**config.mk**
```make
export PLATFORM = sky130hd
export DESIGN_NAME = bram_stream_reader_flat
export DESIGN_NICKNAME = d
export VERILOG_FILES = /design/src/rtl/bram_stream_reader_if.sv /design/src/rtl/bram_stream_reader.sv /design/src/flat_wrapper.sv
export SDC_FILE = /design/constraint.sdc
export NUM_CORES = 1
export LEC_CHECK = 0
export CORE_MARGIN = 5
export CORE_UTILIZATION = 45
export CTS_CLUSTER_SIZE = 8
export DETAILED_ROUTE_END_ITERATION = 16
export PLACE_DENSITY = 0.69
export SKIP_CTS_REPAIR_TIMING = 1
export SLEW_MARGIN = 15
export SYNTH_ARGS = -nofsm -noshare
export SYNTH_HDL_FRONTEND = slang
export SYNTH_SLANG_ARGS = --single-unit
export TNS_END_PERCENT = 100
```
**constraint.sdc**
```tcl
create_clock -name clk -period 6.7 [get_ports clk]
set_input_delay 2.01 -clock clk [delete_from_list [all_inputs] [get_ports clk]]
set_output_delay 2.01 -clock clk [all_outputs]
set_load 0.05 [all_outputs]
```
**src/rtl/bram_stream_reader_if.sv**
```systemverilog
// Bundle of the control, BRAM read-port and AXI4-Stream signals of
// bram_stream_reader. The master modport is the reader's side, the slave
// modport is the side of whatever drives the BRAM and sinks the stream.
//
// Stream handshake: a beat transfers on a rising clock edge where
// m_axis_tvalid and m_axis_tready are both high. Once m_axis_tvalid is
// high it stays high, and m_axis_tdata/m_axis_tlast stay unchanged, until
// that edge; only rst may withdraw a pending beat. m_axis_tready may change
// freely.
interface bram_stream_reader_if #(
  parameter int BRAM_WIDTH = 13,
  parameter int DATA_WIDTH = 32
);
  logic                  start_read;
  logic [BRAM_WIDTH-1:0] bram_addr;
  logic                  bram_en;
  logic [DATA_WIDTH-1:0] bram_rddata;
  logic [DATA_WIDTH-1:0] m_axis_tdata;
  logic                  m_axis_tvalid;
  logic                  m_axis_tready;
  logic                  m_axis_tlast;
  logic                  busy;
  logic                  done;

  modport master (
    input  start_read, bram_rddata, m_axis_tready,
    output bram_addr, bram_en, m_axis_tdata, m_axis_tvalid, m_axis_tlast,
           busy, done
  );

  modport slave (
    output start_read, bram_rddata, m_axis_tready,
    input  bram_addr, bram_en, m_axis_tdata, m_axis_tvalid, m_axis_tlast,
           busy, done
  );
endinterface

```
**src/rtl/bram_stream_reader.sv**
```systemverilog
// Sweeps the acquisition BRAM once per start_read (addresses 0 .. all-ones),
// follows the fixed BRAM read latency with a valid/last shift register and
// streams the words out through a small first-word-fall-through FIFO.
// Reads are only issued while the FIFO is guaranteed to have room for
// every word already in flight, so BRAM data never needs to be stalled.
module bram_stream_reader #(
  parameter int BRAM_WIDTH   = 13,
  parameter int DATA_WIDTH   = 32,
  parameter int READ_LATENCY = 2,
  parameter int FIFO_DEPTH   = 8
) (
  input  logic                 clk,
  input  logic                 rst,
  bram_stream_reader_if.master bus,
  output logic [1:0]           state_o
);

  typedef enum logic [1:0] {
    IDLE  = 2'd0,
    READ  = 2'd1,
    DRAIN = 2'd2
  } state_t;

  localparam int PW = $clog2(FIFO_DEPTH);
  // Outstanding words can reach 2*FIFO_DEPTH in the sum below, hence +2.
  localparam int CW = PW + 2;
  localparam logic [BRAM_WIDTH-1:0] ADDR_LAST = '1;

  state_t                  state_q;
  logic [BRAM_WIDTH-1:0]   cnt_q;
  logic [BRAM_WIDTH-1:0]   addr_q;
  logic                    en_q;
  logic                    last_q;
  logic                    busy_q;
  logic                    done_q;

  logic [READ_LATENCY-1:0] sr_v_q;
  logic [READ_LATENCY-1:0] sr_l_q;

  logic [DATA_WIDTH:0]     mem_q [FIFO_DEPTH];
  logic [PW-1:0]           rd_ptr_q;
  logic [PW-1:0]           wr_ptr_q;
  logic [PW:0]             count_q;

  logic                    tvalid;
  logic                    pop;
  logic                    push;
  logic                    head_last;
  logic [CW-1:0]           outstanding;
  logic                    credit;

  assign tvalid    = (count_q != '0);
  assign pop       = tvalid & bus.m_axis_tready;
  assign push      = sr_v_q[READ_LATENCY-1];
  assign head_last = mem_q[rd_ptr_q][DATA_WIDTH];

  // Words that will occupy the FIFO next cycle: the read issued now, reads
  // in the latency pipe and queued words, less the beat leaving now.
  always_comb begin
    outstanding = CW'(en_q);
    for (int i = 0; i < READ_LATENCY; i++) begin
      outstanding = outstanding + CW'(sr_v_q[i]);
    end
    outstanding = outstanding + CW'(count_q) - CW'(pop);
    credit      = (outstanding < CW'(FIFO_DEPTH));
  end

  // Sweep controller with registered BRAM strobe, busy and done.
  always_ff @(posedge clk) begin
    if (rst) begin
      state_q <= IDLE;
      cnt_q   <= '0;
      addr_q  <= '0;
      en_q    <= 1'b0;
      last_q  <= 1'b0;
      busy_q  <= 1'b0;
      done_q  <= 1'b0;
    end else begin
      en_q   <= 1'b0;
      last_q <= 1'b0;
      done_q <= 1'b0;
      case (state_q)
        IDLE: begin
          // The done cycle is the tail of the previous sweep, so a start
          // arriving together with done is dropped.
          if (bus.start_read && !done_q) begin
            state_q <= READ;
            busy_q  <= 1'b1;
            en_q    <= 1'b1;
            addr_q  <= '0;
            last_q  <= (ADDR_LAST == '0);
            cnt_q   <= BRAM_WIDTH'(1);
          end
        end
        READ: begin
          if (credit) begin
            en_q   <= 1'b1;
            addr_q <= cnt_q;
            last_q <= (cnt_q == ADDR_LAST);
            if (cnt_q == ADDR_LAST) begin
              state_q <= DRAIN;
            end else begin
              cnt_q <= cnt_q + BRAM_WIDTH'(1);
            end
          end
        end
        DRAIN: begin
          // The last-flagged word is the final one of the sweep, so its
          // handshake means the pipe and FIFO are empty.
          if (pop && head_last) begin
            state_q <= IDLE;
            busy_q  <= 1'b0;
            done_q  <= 1'b1;
          end
        end
        default: state_q <= IDLE;
      endcase
    end
  end

  // Latency pipe: one valid/last pair per issued read, never stalled.
  always_ff @(posedge clk) begin
    if (rst) begin
      sr_v_q <= '0;
      sr_l_q <= '0;
    end else begin
      sr_v_q[0] <= en_q;
      sr_l_q[0] <= last_q;
      for (int i = 1; i < READ_LATENCY; i++) begin
        sr_v_q[i] <= sr_v_q[i-1];
        sr_l_q[i] <= sr_l_q[i-1];
      end
    end
  end

  // Output FIFO storing {last, data}; head is presented combinationally.
  always_ff @(posedge clk) begin
    if (rst) begin
      rd_ptr_q <= '0;
      wr_ptr_q <= '0;
      count_q  <= '0;
    end else begin
      if (push) begin
        mem_q[wr_ptr_q] <= {sr_l_q[READ_LATENCY-1], bus.bram_rddata};
        wr_ptr_q        <= wr_ptr_q + PW'(1);
      end
      if (pop) begin
        rd_ptr_q <= rd_ptr_q + PW'(1);
      end
      count_q <= count_q + (PW+1)'(push) - (PW+1)'(pop);
    end
  end

  assign bus.bram_addr     = addr_q;
  assign bus.bram_en       = en_q;
  assign bus.m_axis_tvalid = tvalid;
  assign bus.m_axis_tdata  = tvalid ? mem_q[rd_ptr_q][DATA_WIDTH-1:0] : '0;
  assign bus.m_axis_tlast  = tvalid & head_last;
  assign bus.busy          = busy_q;
  assign bus.done          = done_q;
  assign state_o           = state_q;

endmodule

```
**src/flat_wrapper.sv**
```systemverilog
// flat-port wrapper written by rule: the top's interface ports become plain ports
module bram_stream_reader_flat 
#(
  parameter int BRAM_WIDTH   = 13,
  parameter int DATA_WIDTH   = 32,
  parameter int READ_LATENCY = 2,
  parameter int FIFO_DEPTH   = 8
)
  (clk, rst, state_o, bus_start_read, bus_bram_rddata, bus_m_axis_tready, bus_bram_addr, bus_bram_en, bus_m_axis_tdata, bus_m_axis_tvalid, bus_m_axis_tlast, bus_busy, bus_done);
  bram_stream_reader_if #(.BRAM_WIDTH(BRAM_WIDTH), .DATA_WIDTH(DATA_WIDTH)) bus_i ();
  input  logic clk;
  input  logic rst;
  output logic [1:0] state_o;
  input wire logic [$bits(bus_i.start_read)-1:0] bus_start_read;
  input wire logic [$bits(bus_i.bram_rddata)-1:0] bus_bram_rddata;
  input wire logic [$bits(bus_i.m_axis_tready)-1:0] bus_m_axis_tready;
  output wire logic [$bits(bus_i.bram_addr)-1:0] bus_bram_addr;
  output wire logic [$bits(bus_i.bram_en)-1:0] bus_bram_en;
  output wire logic [$bits(bus_i.m_axis_tdata)-1:0] bus_m_axis_tdata;
  output wire logic [$bits(bus_i.m_axis_tvalid)-1:0] bus_m_axis_tvalid;
  output wire logic [$bits(bus_i.m_axis_tlast)-1:0] bus_m_axis_tlast;
  output wire logic [$bits(bus_i.busy)-1:0] bus_busy;
  output wire logic [$bits(bus_i.done)-1:0] bus_done;
  assign bus_i.start_read = bus_start_read;
  assign bus_i.bram_rddata = bus_bram_rddata;
  assign bus_i.m_axis_tready = bus_m_axis_tready;
  assign bus_bram_addr = bus_i.bram_addr;
  assign bus_bram_en = bus_i.bram_en;
  assign bus_m_axis_tdata = bus_i.m_axis_tdata;
  assign bus_m_axis_tvalid = bus_i.m_axis_tvalid;
  assign bus_m_axis_tlast = bus_i.m_axis_tlast;
  assign bus_busy = bus_i.busy;
  assign bus_done = bus_i.done;
  bram_stream_reader #(.BRAM_WIDTH(BRAM_WIDTH), .DATA_WIDTH(DATA_WIDTH), .READ_LATENCY(READ_LATENCY), .FIFO_DEPTH(FIFO_DEPTH)) u_core (.clk(clk), .rst(rst), .bus(bus_i), .state_o(state_o));
endmodule
```
Word-level counts from Yosys, hierarchy flattened:

Memory sizes are Yosys's and may differ from the RTL's. A register that Yosys moved wholly into a read port is not among the register bits.
Index checks and enable logic that the tools add are counted.

* flip-flop bits (word level): 46
* bits in writable memories: 264
* bits of input ports: 36
* output and inout port bits: 52
* word-level logic and storage cells: 74
* memories: 1

* $add $sub $neg: 9
* magnitude comparators: 1
* eq/ne operators: 8
* muxes and demuxes: 25
* bitwise gates (word level): 5
* reduce and logical (&&, ||, !) cells: 13

Memory list
* u_core.mem_q: depth 8, bits a word 33, rd ports 1, clocked after Yosys merged registers in 1, write ports 1, line bram_stream_reader.sv:40 `logic [DATA_WIDTH:0] mem_q [FIFO_DEPTH];`

Operators with widths (count)
* two-way mux 13 bit: 5
* one-hot mux 13 bit (2 select lines): 2
* two-way mux 32 bit: 1
* adder 13 x 1 -> 13 bit, second input constant: 1
* equality test 13 bit, second input constant: 1
* two-way mux 1 bit: 8
* two-way mux 2 bit: 4
* inequality test 2 x 1 -> 1 bit, second input constant: 4
* AND reduction 4 bit: 2
* adder 3 x 1 -> 3 bit, second input constant: 2
* two-way mux 3 bit: 2
* one-hot mux 2 bit (3 select lines): 1
* AND reduction 3 bit: 2
* adder 5 x 1 -> 5 bit: 1
* adder 5 x 4 -> 5 bit: 1
* less-than comparator 5 x 4 -> 1 bit, second input constant: 1
* subtractor 5 x 1 -> 5 bit: 1
* adder 4 x 1 -> 4 bit: 1
* one-hot mux 1 bit (2 select lines): 2
* nonzero test 2 bit: 2
* nonzero test 4 bit: 1
* subtractor 4 x 1 -> 4 bit: 1
* NOT 1 bit: 3
* OR reduction 3 bit: 1
* other kinds (9): 11

Longest topological paths before layout:

Gate-level depths: netlist (run 1).

* word-level depth: 7
* depth in mapped cells: 16
* gate-level depth less buffers: 14

Least setup slack after synthesis (run 1):

No wires, ideal clock.

* kind: input to register
* start point: in rst
* end point: mem u_core.mem_q[0][0] (netlist bit), enable pin
* library setup time: 0.506 ns
* arrival time: 5.536 ns
* required time: 6.194 ns
* setup slack: 0.658 ns
* stages on the path: 3
* path buffers: 2
* cells stage by stage: buf_6 > clkbuf_1 > nor4_1

* longest elaborated chain between the ends: 2

RTL lines
* start, declared: line flat_wrapper.sv:12 `input logic rst;`
* two-way mux 1 bit: line bram_stream_reader.sv:138 `if (rst) begin`
* two-way mux 1 bit (not written as such): line bram_stream_reader.sv:144 `mem_q[wr_ptr_q] <= {sr_l_q[READ_LATENCY-1], bus.bram_rddata};`
* end, declared: line bram_stream_reader.sv:40

Every way passes these cells.

==> out/qor.csv, run 1 <==
metric,value,unit
largest_net_degree_at_the_start_of_global_routing,38,
layout_setup_ws,1.356,ns
register_share_of_total_power,38.4,%
power.density,392.9,nW/um^2
overall_fraction_of_global_route_tracks_in_use,16.37,%
synth_xor_area_share,0.4949,%
fmaxAchievable,187.1,MHz
avgRoutedWirePerCell,21.72,um
worstReg2RegStart,u_core.count_q[2],
setup.worst_path.start_class,flop,
cts_tree,built,
place.gp.congestion,0.8145,
postSynthCellCount,679,
power.combinational.fraction,27.7,%
power.net_switching,1.846,mW
largest_family_of_logic_cells_by_synthesized_area,multiplexers,
timing_hold_violations_final,0,
cts_made_buffers,45,
drt-initial-drc-count,458,
avgViaCountPerCell,5.658,
critical_path_peak_fanout,37,
sequential_cell_area,8917,um^2
synth_seq_cells,313,
netlist_area,12390,um^2
floorplan.core_area,27030,um^2
antenna-diode-count,0,
hp-start,u_core.last_q,
p_total,5.869,mW
min_period_over_period,79.76,%
yosys.area_share.simple,6.030,%
power.share.clock,33.9,%
worst_ir_drop_vdd,0.2188,mV
first_global_vias,6996,
synth_flop_cell,sky130_fd_sc_hd__edfxtp_1,
number_of_fill_cells_in_the_layout,2047,
layout.cells.most_common_list,"sky130_fd_sc_hd__edfxtp_1 (264), sky130_fd_sc_hd__clkdlybuf4s50_1 (87), sky130_fd_sc_hd__mux4_2 (66)",
mostFrequentLayoutCell,sky130_fd_sc_hd__edfxtp_1,
final_period_minus_worst_setup_slack,5.344,ns
design.final.nets,845,
die_h,175.9,um
preCtsSetupSlack,1.454,ns
critPathKind,reg -> out,
synthAdderAreaFrac,1.677,%
total_area_of_multi_input_combinational_cells,3297,um^2
worst_hold_path_type,reg -> reg,
remaining_drc_errors,0,
overflow,0,
worst_margin_slew,0.9683,ns
synth.net_count,731,
number_of_placed_i_o_pins,88,
die-area,30950,um^2
routed-via-count,6501,
post_synth.cell_area_avg,18.24,um^2
drt_wl_total,24950,um
timing.final.max_slew_violations,0,
rsz0062_at_grt,false,
grt_pass1_wl,39410,um
ys.warnings.count,0,
nature_of_the_critical_path_endpoint,primary output,
synth_compound_gate_area_share,2.909,%
ctsLongestPathBuffers,3,
ys_seq_area_share,71.91,%
setup-tns-final,0,ns
final_cell_count_no_fill,1149,
cts.root.buffer_cell,sky130_fd_sc_hd__clkbuf_16,
slew_headroom,34.17,%
worst_ep_arrival_time,3.33,ns
cap_violations,0,
fp-row-count,60,
cts.sink_count,313,
cts.htree.levels,2,
detailedPlacementHpwl,14470,um
total_leakage_power,4.898,nW
drt_first_pass_iters,5,
muxShareOfSynthArea,15.03,%
report.final.setup_viol,0,
numPortBuffers,87,
synth_edf_count,264,
swShare,31.46,%
antenna_violating_nets_post_route,0,
timing.critical_path.required,4.69,ns
cellInternalPower,4.023,mW
status,"complete, no violations",
cts.reportedPaths.clkPinSlew,0.05,ns
placed_cells_incl_taps,1087,
ys_async_sr_fraction,0,%
area_growth_syn_to_layout,20.58,%
die_width,175.9,um
worst_skew_pair.late_latency,0.53,ns
final.hold.worst_slack,0.4281,ns
initial_core_util,45.84,%
clock_skew,0.01434,ns
post_synth_num_cell_types,53,
grt_antenna_before_repair,2,
drive_gt1_share,19.31,%
critical path: stages, from the launching register on:
cell                              delay, ns
sky130_fd_sc_hd__dfxtp_4               0.86
sky130_fd_sc_hd__buf_12                0.34
sky130_fd_sc_hd__mux4_2                0.54
sky130_fd_sc_hd__mux2i_1               0.24
sky130_fd_sc_hd__nor2_1                0.07
sky130_fd_sc_hd__clkdlybuf4s50_1       0.74
metrics by stage:
step / util (%) / area [um^2]
after floorplan: - / 12390
after global placement: 50.67 / 13690
after detailed placement: 50.67 / 13690
after CTS: 55.27 / 14940
after global routing: 55.27 / 14940
final: 55.27 / 14940
flip-flops by register name (all words and copies together) (netlist names), named ones only:
name / count
u_core.count_q: 4
u_core.last_q: 1
u_core.state_o: 2
u_core.bus.busy: 1
u_core.bus.bram_addr: 13
u_core.wr_ptr_q: 3
u_core.cnt_q: 13
u_core.bus.bram_en: 1
u_core.sr_v_q: 2
u_core.sr_l_q: 2
u_core.mem_q: 264
u_core.bus.done: 1
u_core.rd_ptr_q: 3
kinds of logic (layout without fill, tap and decap cells):
| kind of cell | after synthesis | after routing |
|---|---|---|
| compound gates | 47 | 47 |
| mux | 103 | 103 |
| buf+inv | 52 | 181 |
| flops | 313 | 313 |
| xor+xnor | 7 | 7 |
| simple gates | 141 | 141 |
| fa+ha+maj | 16 | 16 |
cell type report:
| class | instances | area share [%] |
|---|---|---|
| clock buffer | 59 | 8.032 |
| sequential | 313 | 59.70 |
| multi-input combinational | 314 | 22.07 |
| inverter | 19 | 0.4774 |
| timing repair buffer | 100 | 6.567 |
| tap | 341 | 2.856 |
| clock inverter | 3 | 0.3015 |
metal layers:
| layer | part of all wire, % | global-route usage [%] |
|---|---|---|
| met1 | 42 | 21.73 |
| met2 | 50 | 27.35 |
| met3 | 6.6 | 4.283 |
| met4 | 1.5 | 3.866 |
| met5 | 0.084 | 0 |
power by group through the flow:
| stage | Combinational (mW) | Clock [mW] | Sequential [mW] |
|---|---|---|---|
| 6_report | 1.63 | 1.99 | 2.25 |
| 3_5_place_dp | 1.64 | 0 | 2.30 |
| 4_1_cts | 1.65 | 2.03 | 2.26 |
| 5_1_grt | 1.74 | 2.13 | 2.27 |
| 2_1_floorplan | 1.24 | 0 | 2.21 |
| 3_3_place_gp | 1.62 | 0 | 2.29 |
cells in the mapped netlist, types with 3 or more instances:
library cell                 n  area, um^2
sky130_fd_sc_hd__edfxtp_1  264        7928
sky130_fd_sc_hd__mux4_2     66        1486
sky130_fd_sc_hd__nor2_1     55       206.5
sky130_fd_sc_hd__dfxtp_1    49       980.9
sky130_fd_sc_hd__mux2i_1    35       350.3
sky130_fd_sc_hd__inv_1      19       71.32
sky130_fd_sc_hd__nand3_1    19       95.09
sky130_fd_sc_hd__clkbuf_1   18       67.56
sky130_fd_sc_hd__ha_1       15       187.7
sky130_fd_sc_hd__nand2_1    14       52.55
sky130_fd_sc_hd__a21oi_1    13       65.06
sky130_fd_sc_hd__o211ai_1    9       67.56
sky130_fd_sc_hd__a211o_1     8       70.07
sky130_fd_sc_hd__and3_1      8       50.05
sky130_fd_sc_hd__buf_2       8       40.04
sky130_fd_sc_hd__and4_1      7       61.31
sky130_fd_sc_hd__nor4_1      7       43.79
sky130_fd_sc_hd__a41o_1      6       60.06
sky130_fd_sc_hd__buf_1       5       18.77
sky130_fd_sc_hd__nor2b_1     5       31.28
sky130_fd_sc_hd__xor2_1      5       43.79
sky130_fd_sc_hd__and2_4      3       26.28
sky130_fd_sc_hd__nand4_1     3       18.77
sky130_fd_sc_hd__nor4b_1     3       26.28
path summary, 6_finish.rpt:
path / to / slack (ns) / depth (start not counted)
max: bus_m_axis_tdata[16] / 1.36 / 5
min: u_core.sr_l_q[0] / 0.43 / 1
max reg2reg: u_core.bus.bram_addr[1] / 2.25 / 14
min reg2reg: u_core.sr_l_q[0] / 0.43 / 1
Note: power is estimated with default switching activity, not from simulation.
==> inputs of run 2 (changes only) <==
--- a/config.mk
+++ b/config.mk
@@ -9,7 +9,7 @@
 export CORE_UTILIZATION = 45
 export CTS_CLUSTER_SIZE = 8
 export DETAILED_ROUTE_END_ITERATION = 16
-export PLACE_DENSITY = 0.69
+export PLACE_DENSITY = 0.71
 export SKIP_CTS_REPAIR_TIMING = 1
 export SLEW_MARGIN = 15
 export SYNTH_ARGS = -nofsm -noshare
==> constraint.sdc (replaced) <==
create_clock -name clk -period 4.33 [get_ports clk]
set_input_delay 1.299 -clock clk [delete_from_list [all_inputs] [get_ports clk]]
set_output_delay 1.299 -clock clk [all_outputs]
set_load 0.05 [all_outputs]
==> run 2 against run 1 <==
Effect of this change:
- setup slack got worse by 1.2 ns
- clock skew increased by 0.0020 ns
- critical path depth decreased by 1
- final cell count increased by 1.7%
- die area unchanged
- non-clock buffer count increased by 22
==> out/qor.csv, run 2 (synthesis results as in run 1) <==
metric,value,unit
status,"complete, no violations",
crit_path_cell_trace,mux4_2 -> mux2i_1 -> nor2_1 -> clkdlybuf4s50_1,
largest_reg_flops,264,
drt_wl_total,24130,um
ctsLongestPathBuffers,3,
routed-via-count,6486,
grt_antenna_before_repair,3,
drt_first_pass_iters,5,
remaining_drc_errors,0,
worst_skew_pair.late_latency,0.53,ns
rsz0062_at_grt,false,
overall_fraction_of_global_route_tracks_in_use,15.73,%
setup-tns-final,0,ns
timing.critical_path.max_delay_family,multiplexers,
cts.root.buffer_cell,sky130_fd_sc_hd__clkbuf_16,
first_global_vias,6860,
number_of_fill_cells_in_the_layout,2029,
design.final.nets,867,
cts.reportedPaths.clkPinSlew,0.05,ns
total_leakage_power,5.040,nW
cts_made_buffers,45,
timing.critical_path.required,3.03,ns
avgRoutedWirePerCell,20.66,um
drive_gt1_share,21.40,%
worst_path_max_delay_cell,sky130_fd_sc_hd__clkdlybuf4s50_1,
critical-path-max-stage-delay,0.75,ns
cap_violations,0,
avgViaCountPerCell,5.553,
critPathKind,reg -> out,
detailedPlacementHpwl,13730,um
clock_skew,0.01634,ns
layout.cells.most_common_list,"sky130_fd_sc_hd__edfxtp_1 (264), sky130_fd_sc_hd__clkdlybuf4s50_1 (87), sky130_fd_sc_hd__mux4_2 (66)",
mostFrequentLayoutCell,sky130_fd_sc_hd__edfxtp_1,
worst_ir_drop_vdd,0.3141,mV
die_h,175.9,um
slew_headroom,44.87,%
initial_core_util,45.84,%
fp-row-count,60,
registers.top_by_ff_count,u_core.mem_q,
p_total,9.238,mW
final_cell_count_no_fill,1168,
cts_tree,built,
grt_pass1_wl,37870,um
number_of_placed_i_o_pins,88,
critical_path.n_buffers_inverters,1,
numPortBuffers,87,
nature_of_the_critical_path_endpoint,primary output,
layout_setup_ws,0.2001,ns
critical_path_peak_fanout,18,
timing_hold_violations_final,0,
place.gp.congestion,0.8325,
largest_net_degree_at_the_start_of_global_routing,35,
area_growth_syn_to_layout,22.95,%
fmaxAchievable,242.1,MHz
power.density,606.5,nW/um^2
cts.sink_count,313,
overflow,0,
die_width,175.9,um
preCtsSetupSlack,0.2059,ns
setup.worst_path.start_class,flop,
floorplan.core_area,27030,um^2
antenna-diode-count,0,
worst_margin_slew,0.8155,ns
min_period_over_period,95.38,%
report.final.setup_viol,0,
cts.htree.levels,2,
antenna_violating_nets_post_route,0,
drt-initial-drc-count,423,
worst_hold_path_type,reg -> reg,
placed_cells_incl_taps,1100,
final_period_minus_worst_setup_slack,4.130,ns
timing.final.max_slew_violations,0,
worst_ep_arrival_time,2.83,ns
die-area,30950,um^2
run 2: worst paths after layout:
check,slack (ns),startpoint,depth (start not counted),endpoint
min reg2reg,0.45,u_core.last_q,1,u_core.sr_l_q[0]
max reg2reg,0.85,u_core.count_q[2],15,u_core.cnt_q[9]
max,0.20,flop,4,bus_m_axis_tlast
min,0.45,u_core.last_q,1,u_core.sr_l_q[0]
run 2: layout make-up:
class,count,area [um^2],share of cell area (%)
clock buffer,55,1164,7.640
clock inverter,4,75.07,0.4929
inverter,19,71.32,0.4682
multi-input combinational,314,3296,21.64
sequential,313,8915,58.53
tap,341,426.7,2.801
timing repair buffer,122,1284,8.428
run 2: metrics by stage:
step / hold WS, ns / utilization (%) / instance area, um^2
after floorplan: 0.4138 / - / 12390
after global placement: 0.4354 / 51.52 / 13920
after detailed placement: 0.4326 / 51.52 / 13920
after CTS: 0.4530 / 56.11 / 15160
after global routing: 0.4658 / 56.36 / 15230
final: 0.4527 / 56.36 / 15230
run 2: power by group:
| group | internal (mW) | switching (mW) |
|---|---|---|
| clock | 1.93 | 1.15 |
| combinational | 1.13 | 1.63 |
| sequential | 3.32 | 0.0742 |
| total | 6.38 | 2.86 |
run 2: routing by layer:
metal	wire (um)	global-route usage, %
met1	10520	20.77
met3	1486	4.046
met4	408	4.126
met5	33	0
met2	11690	26.26
==> inputs of run 3 (changes only) <==
==> constraint.sdc (replaced) <==
create_clock -name clk -period 4.33 [get_ports clk]
set_input_delay 1.299 -clock clk [delete_from_list [all_inputs] [get_ports clk]]
set_output_delay 1.299 -clock clk [all_outputs]
set_load 0.02 [all_outputs]
==> run 3 against run 2 <==
Effect of this change:
- combinational power fell by 21%
- wire length rose by 1.4%
- sequential share of layout area rose by 0.58 points
- clock power barely moved
- die area did not move
- register-to-register slack got worse by 0.16 ns
- worst hold slack got worse by 0.011 ns
- final cell count fell by 0.77%
- global-route usage rose by 0.088 points
- sequential power barely moved
- count of clock-buffer cells in the layout rose by 3
- flip-flop and latch count did not move
- largest cell class unchanged
==> out/qor.csv, run 3 (synthesis results as in run 1) <==
metric,value,unit
worst_ir_drop_vdd,0.3034,mV
r2r-end,u_core.cnt_q[4],
die_width,175.9,um
avgRoutedWirePerCell,21.11,um
critical_path.n_buffers_inverters,2,
detailedPlacementHpwl,13890,um
r2r_setup_slack,0.69,ns
routed-via-count,6441,
placed_cells_incl_taps,1098,
area_growth_syn_to_layout,21.75,%
antenna_violating_nets_post_route,0,
finalInstanceArea,15080,um^2
drt_wl_total,24460,um
rsz0062_at_grt,false,
grt_antenna_before_repair,3,
worst_ep_arrival_time,2.76,ns
cts_tree,built,
timing_hold_violations_final,0,
whs_path_cells,1,
worst_margin_slew,0.7985,ns
worstRegToRegCells,16,
floorplan.core_area,27030,um^2
drt-initial-drc-count,410,
timing.critical_path.required,3.03,ns
fp-row-count,60,
die-area,30950,um^2
fmaxAchievable,246.3,MHz
final_period_minus_worst_setup_slack,4.060,ns
layout_setup_ws,0.2698,ns
number_of_placed_i_o_pins,88,
mostFrequentLayoutCell,sky130_fd_sc_hd__edfxtp_1,
report.final.setup_viol,0,
cts.reportedPaths.clkPinSlew,0.05,ns
dpl-instance-area,13830,um^2
final.hold.worst_slack,0.4421,ns
power.density,576.2,nW/um^2
cts_made_buffers,45,
critical-path-max-stage-delay,0.57,ns
total_leakage_power,4.967,nW
cts.htree.levels,2,
min_period_over_period,93.77,%
setup.worst_path.start_class,flop,
worst_hold_path_type,reg -> reg,
antenna-diode-count,0,
p_total,8.690,mW
critical_path_peak_fanout,32,
timing.critical_path.max_delay_family,buffers and inverters,
timing.final.max_slew_violations,0,
die_h,175.9,um
nature_of_the_critical_path_endpoint,primary output,
largest_net_degree_at_the_start_of_global_routing,36,
overall_fraction_of_global_route_tracks_in_use,15.82,%
drt_first_pass_iters,5,
ctsLongestPathBuffers,3,
status,"complete, no violations",
layout.cells.most_common_list,"sky130_fd_sc_hd__edfxtp_1 (264), sky130_fd_sc_hd__clkdlybuf4s50_1 (87), sky130_fd_sc_hd__mux4_2 (66)",
grt_pass1_wl,38380,um
remaining_drc_errors,0,
initial_core_util,45.84,%
avgViaCountPerCell,5.557,
worst_skew_pair.late_latency,0.52,ns
place.gp.congestion,0.8222,
design.final.nets,856,
cts.root.buffer_cell,sky130_fd_sc_hd__clkbuf_16,
worstHoldEndpoint,u_core.sr_l_q[1],
cap_violations,0,
registers.top_by_ff_count,u_core.mem_q,
clock_skew,0.01034,ns
worst_path_max_delay_cell,sky130_fd_sc_hd__clkdlybuf4s50_1,
overflow,0,
first_global_vias,6734,
slew_headroom,46.01,%
crit_path_cell_trace,buf_12 -> mux4_2 -> mux2i_1 -> nor2_1 -> clkdlybuf4s50_1,
numPortBuffers,87,
critPathKind,reg -> out,
hp-start,u_core.sr_l_q[0],
worstReg2RegStart,u_core.count_q[2],
final_cell_count_no_fill,1159,
drive_gt1_share,20.29,%
cts.sink_count,313,
largest_reg_flops,264,
preCtsSetupSlack,0.2529,ns
## run 3: area by class of cell
class                      count  area (um^2)
fill                        2016        11940
sequential                   313         8915
multi-input combinational    314         3296
clock buffer                  58         1196
timing repair buffer         111         1126
tap                          341        426.7
inverter                      19        71.32
clock inverter                 3        51.30
## run 3: worst reg2reg max path: stages, from the launching register on
cell and delay, ns:
sky130_fd_sc_hd__dfxtp_1 0.31, sky130_fd_sc_hd__inv_1 0.10, sky130_fd_sc_hd__ha_1 0.15, sky130_fd_sc_hd__and3_1 0.15, sky130_fd_sc_hd__buf_4 0.43, sky130_fd_sc_hd__inv_1 0.18, sky130_fd_sc_hd__nand2_1 0.18, sky130_fd_sc_hd__inv_1 0.08
sky130_fd_sc_hd__ha_1 0.27, sky130_fd_sc_hd__inv_1 0.04, sky130_fd_sc_hd__ha_1 0.25, sky130_fd_sc_hd__a21oi_1 0.05, sky130_fd_sc_hd__o21ai_0 0.36, sky130_fd_sc_hd__mux2_2 0.41, sky130_fd_sc_hd__buf_4 0.20, sky130_fd_sc_hd__nor4b_1 0.32
sky130_fd_sc_hd__a211o_1 0.13
## run 3: where the power goes
| group | switching (mW) | internal (mW) |
|---|---|---|
| clock | 1.14 | 1.96 |
| combinational | 1.15 | 1.04 |
| sequential | 0.0757 | 3.32 |
## run 3: how the worst max path moves through the flow
stage	to	depth (start not counted)	slack (ns)
2_1_floorplan	u_core.mem_q[0][0]	3	-1.00
3_3_place_gp	u_core.cnt_q[9]	11	0.33
3_5_place_dp	u_core.cnt_q[4]	12	0.25
4_1_cts	bus_m_axis_tdata[18]	5	0.20
5_1_grt	bus_m_axis_tdata[7]	5	0.1
6_report	bus_m_axis_tdata[18]	5	0.27
## run 3: layer usage
layer | GRT usage [%] | up-vias | wire length (um)
li1 | - | 2949 | -
met1 | 21.31 | 3289 | 10610
met2 | 26.39 | 158 | 12150
met3 | 3.896 | 39 | 1281
met4 | 3.476 | 6 | 381
met5 | 0 | - | 39
## run 3: through the flow
stage | utilization (%) | TNS (ns)
after floorplan | - | -66.04
after global placement | 51.19 | 0
after detailed placement | 51.19 | 0
after CTS | 55.81 | 0
after global routing | 55.81 | 0
final | 55.81 | 0
